## src/rtl/sync_down_counter.sv

```systemverilog
// Loadable synchronous binary down counter with wrap or one-shot halt at zero.
// TC is a combinational borrow-out so several stages can share one clock and cascade.
module sync_down_counter #(
    parameter int WIDTH = 4,
    parameter int TOP   = 15
) (
    input  logic             CLK,
    input  logic             CLR,
    input  logic             E,
    input  logic             LD,
    input  logic [WIDTH-1:0] D,
    input  logic             M,
    output logic [WIDTH-1:0] Q,
    output logic             TC,
    output logic             DONE
);

    localparam logic [WIDTH-1:0] TOP_VAL = WIDTH'(TOP);
    localparam logic [WIDTH-1:0] ONE     = WIDTH'(1);

    logic             q_zero;
    logic [WIDTH-1:0] load_val;

    assign q_zero = (Q == '0);

    // Loads above TOP are clamped so Q can never leave the 0..TOP range.
    assign load_val = (D > TOP_VAL) ? TOP_VAL : D;

    assign TC = E & ~LD & ~M & q_zero;

    // CLR presets/clears the flops directly; LD outranks E.
    // In one-shot mode a zero count simply holds, keeping DONE as it was.
    always_ff @(posedge CLK or negedge CLR) begin
        if (!CLR) begin
            Q    <= TOP_VAL;
            DONE <= 1'b0;
        end else if (LD) begin
            Q    <= load_val;
            DONE <= 1'b0;
        end else if (E) begin
            if (!q_zero) begin
                Q <= Q - ONE;
                if (M && (Q == ONE)) begin
                    DONE <= 1'b1;
                end
            end else if (!M) begin
                Q <= TOP_VAL;
            end
        end
    end

endmodule

```

## config.mk

```make
export PLATFORM = sky130hd
export DESIGN_NAME = sync_down_counter
export DESIGN_NICKNAME = d
export VERILOG_FILES = /design/src/rtl/sync_down_counter.sv
export SDC_FILE = /design/constraint.sdc
export NUM_CORES = 1
export LEC_CHECK = 0
export BUFFER_PORTS_ARGS = -buffer_cell sky130_fd_sc_hd__buf_2
export CAP_MARGIN = 20
export CORE_AREA = 2 2 39 41
export DETAILED_ROUTE_END_ITERATION = 12
export DIE_AREA = 0 0 41 43
export GPL_ROUTABILITY_DRIVEN = 1
export REMOVE_ABC_BUFFERS = 1
export SYNTH_ARGS = -nofsm -noshare
export SYNTH_HDL_FRONTEND = slang
export SYNTH_SLANG_ARGS = --single-unit
```

## constraint.sdc

```tcl
create_clock -name CLK -period 3.02 [get_ports CLK]
set_clock_uncertainty 0.1 [all_clocks]
set_input_delay 0.151 -clock CLK [delete_from_list [all_inputs] [get_ports CLK]]
set_output_delay 0.151 -clock CLK [all_outputs]
set_load 0.03 [all_outputs]
```

==> Yosys cells after proc, flatten, opt, wreduce, memory -nomap -nowiden <==
Cells that the tools add are included.
{ "word_totals": {"ff_bits": 5, "latch_bits": 0, "ramBits": 0, "romBits": 0, "in_bits": 9, "n_memories": 0} }
{ "classes": {"n_addsub": 1, "n_mul": 0, "div": 0, "order_cmp": 1, "n_eq_ne": 3, "shifts": 0, "mux": 9, "n_bitwise": 5, "n_reduce_logical": 6} }
{ "op_table": {"columns": ["cell", "count"], "rows": [
  ["4-bit two-way mux", 5],
  ["4-bit by 1-bit == test with 1-bit output (second input constant)", 1],
  ["4-bit > comparator (second input constant)", 1],
  ["4-bit zero test", 1],
  ["1-bit two-way mux", 4],
  ["2-bit nonzero test", 2],
  ["4-bit by 1-bit subtractor with 4-bit output (second input constant)", 1],
  ["1-bit AND", 3],
  ["3-bit inequality test (second input constant)", 1],
  ["3-bit AND reduction", 1],
  ["2-bit inequality test (second input constant)", 1],
  ["1-bit NOT", 2],
  ["2-bit AND reduction", 1],
  ["1-bit logical AND", 1]
]} }

==> Logic depth before layout (Yosys ltp) <==
{ "logic_depth": {"depth_word": 6, "ltp_mapped": 5} }

==> Worst setup path after synthesis <==
Ideal clock, no wire load.
{ "synth_timing": {"kind": "reg2out", "start": "register Q[1]", "end": "output TC", "arrival_ns": 2.095, "required_ns": 2.769, "setup_slack_ns": 0.674, "stages_incl_launch_ff": 5, "cell_sequence": "dfstp_2 -> inv_1 -> ha_1 -> or3b_1 -> nor4b_1"} }
{ "synth_between": {"elab_chain_len": 2} }
{ "synth_rtl": {"columns": ["element", "line_no", "rtl"], "rows": [
  ["from (decl)", "13", "output logic [WIDTH-1:0] Q,"],
  ["from (signal assigned)", "38", "Q <= load_val;"],
  ["from (signal assigned)", "42", "Q <= Q - ONE;"],
  ["4-bit zero test", "24", "assign q_zero = (Q == '0);"],
  ["1-bit AND", "29", "assign TC = E & ~LD & ~M & q_zero;"],
  ["to (decl)", "14", "output logic TC,"]
]} }
Every way passes these cells.

==> Final worst setup path <==
Same ends and word-level chain as after synthesis.

==> impl_metrics.json <==
{
  "worst_skew_pair_latency_ns": 0.23,
  "min_path_type": "in -> reg",
  "rsz0062_at_grt": "false",
  "timing.final.crit_period_ns": 2.02,
  "netlist_instances": 40,
  "part_of_the_power_in_the_clock_network_pct": 32.5,
  "max_slew_headroom_pct": 77.1,
  "cts_tree": "yes",
  "clk_pin_slew_ns": 0.04,
  "drt_first_iter_violations": 5,
  "die_width_um": 41,
  "crit_fanout": 5,
  "detail_route.first_pass.iterations": 4,
  "crit_path_max_incr_delay_ns": 0.38,
  "final_min_period_over_clock_period_pct": 67.0,
  "cell_internal_pwr_uw": 155,
  "grt_max_degree": 11,
  "replace_congestion": 0.698,
  "switching_share_pct": 31.7,
  "global_route.overflow_total": 0,
  "synth.cell_area_um2": 354,
  "pre_cts_ws_ns": 1.24,
  "design.portCount": 15,
  "drt_drc_violations_left": 0,
  "core_region_area_um2": 1380,
  "portBuffers": 14,
  "cts_setup_buffers": 0,
  "unique_masters_post_synth": 22,
  "num_vias": 352,
  "num_rows": 14,
  "post-dp-hpwl_um": 609,
  "dieHeight_um": 43,
  "power.switching_uw": 71.9,
  "totalPowerFinal_uw": 227,
  "detail_route.wirelength_um": 789,
  "layout-drive-gt1-share_pct": 40.4,
  "final.setup.worst_slack_ns": 0.998,
  "fmax_mhz": 494,
  "post_synth_main_area_contributors": "dfstp_2, dfrtp_1, ha_1",
  "post-synth-top-area-cell": "dfstp_2",
  "dieArea_um2": 1760,
  "insertedDiodeCount": 0,
  "cp_cell_sequence": "inv_1 > ha_1 > or3b_1 > nor4b_1 > buf_2",
  "grt_usage_pct": 10.3,
  "critical_path.reg2reg.startpoint": "Q[1]",
  "yosys.area.top_type_share_pct": 29.7,
  "syn_to_final_growth_pct": 32.9,
  "critical_path_required_ns": 2.77,
  "avgRoutedWirePerCell_um": 10.8,
  "cp_num_buf_inv": 2,
  "number_of_antenna_violations_at_the_first_check_in_global_routing": 0,
  "grt_pass1_vias": 301,
  "setup-violations-final": 0,
  "power.combinational.fraction_pct": 27.9,
  "seqPwrFrac_pct": 39.6,
  "yosys_warnings": 0,
  "cellPowerDensity_nw_per_um2": 483,
  "cpLargestDelayFamily": "simple AND/OR/NAND/NOR gates",
  "vdd.ir_drop.worst_mv": 0.176,
  "cp-start-kind": "flop",
  "synth_area_per_cell_um2": 8.85,
  "ys_ff_latch": 5,
  "hold_path_startpoint": "D[0]",
  "timing.final.max_slew_violations": 0,
  "cts_max_level": 1,
  "grt_pass1_wl_mm": 1.17,
  "clock-root-buffer": "clkbuf_4",
  "tightestPinTransition_ns": 0.340,
  "worstSetupStartpoint": "Q[1]",
  "outcome": "completed",
  "crit_slowest_cell": "dfstp_2",
  "numCtsBuffers": 3,
  "nets": 69,
  "routed_via_density": 4.82,
  "final_hold_viol_count": 0,
  "setup.worst_path.end_class": "output port",
  "fin_tns_setup_ns": 0,
  "dpl_cell_area_um2": 434,
  "dp.cells": 68,
  "final_design_area_no_fill_um2": 470,
  "timing.critical_path.arrival_ns": 1.77,
  "cellLeakagePower_nw": 0.219,
  "drtAntennaViolNets": 0,
  "max_cap_viols": 0,
  "ctsLongestPathBuffers": 2,
  "initial_core_util_pct": 25.6,
  "synth.yosys.seq_area_share_pct": 36.7,
  "cts_num_sinks": 5,
  "final-instance-count-excl-fill": 73,
  "timing_worst_setup_path_type": "reg -> out"
}
==> area by class of cell <==
type / count / area (um2)
fill: 148 / 913
multi-input combinational: 30 / 203
sequential: 5 / 130
timing repair buffer: 15 / 80.1
clock buffer: 4 / 26.3
tap: 16 / 20.0
inverter: 3 / 11.3
==> metrics by stage <==
stage	util (%)	hold slack (ns)
floorplan	-	-0.245
global placement	31.4	-0.132
detailed placement	31.4	-0.133
CTS	34.0	0.00970
global route	34.0	0.0347
finish	34.0	0.0223
==> placed cells by master (no fill, tap or decap), types with 2 or more instances in the layout <==
cell type and count:
clkbuf_4 3, buf_2 14, dfstp_2 4, a31oi_1 2
o21ai_1 3, nor2_1 4, ha_1 2, inv_1 3
nand2_1 4, a21oi_1 3
==> flip-flops by register name, summed over array words and instances, names as in the netlist <==
name / cells
DONE: 1
Q: 4
==> synthesized netlist by cell type <==
cell and instances:
nand2b_1 1, and3b_2 1, or3b_1 1, a211o_1 1, inv_1 3, nand3b_1 1
a31o_2 1, dfstp_2 4, a21oi_1 3, ha_1 2, a31o_1 1, o21ai_1 3
dfrtp_1 1, o311ai_0 1, nand4bb_1 1, or4b_1 1, nor4b_1 1, nand2_1 4
nor2_1 4, buf_2 2, a31oi_1 2, nor3b_1 1
==> layer usage <==
| layer | GRT usage, % | wire (um) | part of all wire (%) | up-vias |
|---|---|---|---|---|
| met5 | 0 | 0 | 0 | - |
| met4 | 12.0 | 9 | 1.1 | 0 |
| met3 | 1.57 | 34 | 4.3 | 2 |
| met2 | 13.1 | 375 | 48 | 7 |
| met1 | 12.8 | 370 | 47 | 165 |
| li1 | - | - | - | 178 |
==> kinds of logic (layout without fill, tap and decap cells) <==
| logic type | after synthesis | after routing | synth area share [%] |
|---|---|---|---|
| compound gates | 12 | 12 | 21.9 |
| fa+ha+maj | 2 | 2 | 7.07 |
| buf+inv | 5 | 22 | 6.01 |
| flops | 5 | 5 | 36.7 |
| simple gates | 16 | 16 | 28.3 |
==> worst paths after layout <==
kind / slack (ns) / to / cells after the start
min: 0.02 / Q[0] / 3
max: 1.0 / TC / 5
min in group asynchronous: 0.15 / DONE / 2
min reg2reg: 0.43 / DONE / 2
max in group asynchronous: 2.46 / Q[3] / 2
max reg2reg: 1.46 / Q[0] / 5
==> timing repair <==
action,4_1_cts,5_1_grt
hold buffers,1,0
gates resized for setup,0,0
hold endpoints to repair,5,0
==> worst min-delay path, stage by stage <==
cell	delay [ns]
buf_2	0.10
nand2_1	0.05
o21ai_1	0.06
==> power groups by stage <==
stage          combinational, mW  sequential (mW)  clock, mW
2_1_floorplan             0.0275            0.103          0
3_3_place_gp              0.0633           0.0901          0
3_5_place_dp              0.0628           0.0905          0
4_1_cts                   0.0642           0.0898     0.0780
5_1_grt                   0.0700           0.0915     0.0828
6_report                  0.0635           0.0900     0.0738
Note: power is estimated with default switching activity, not from simulation.
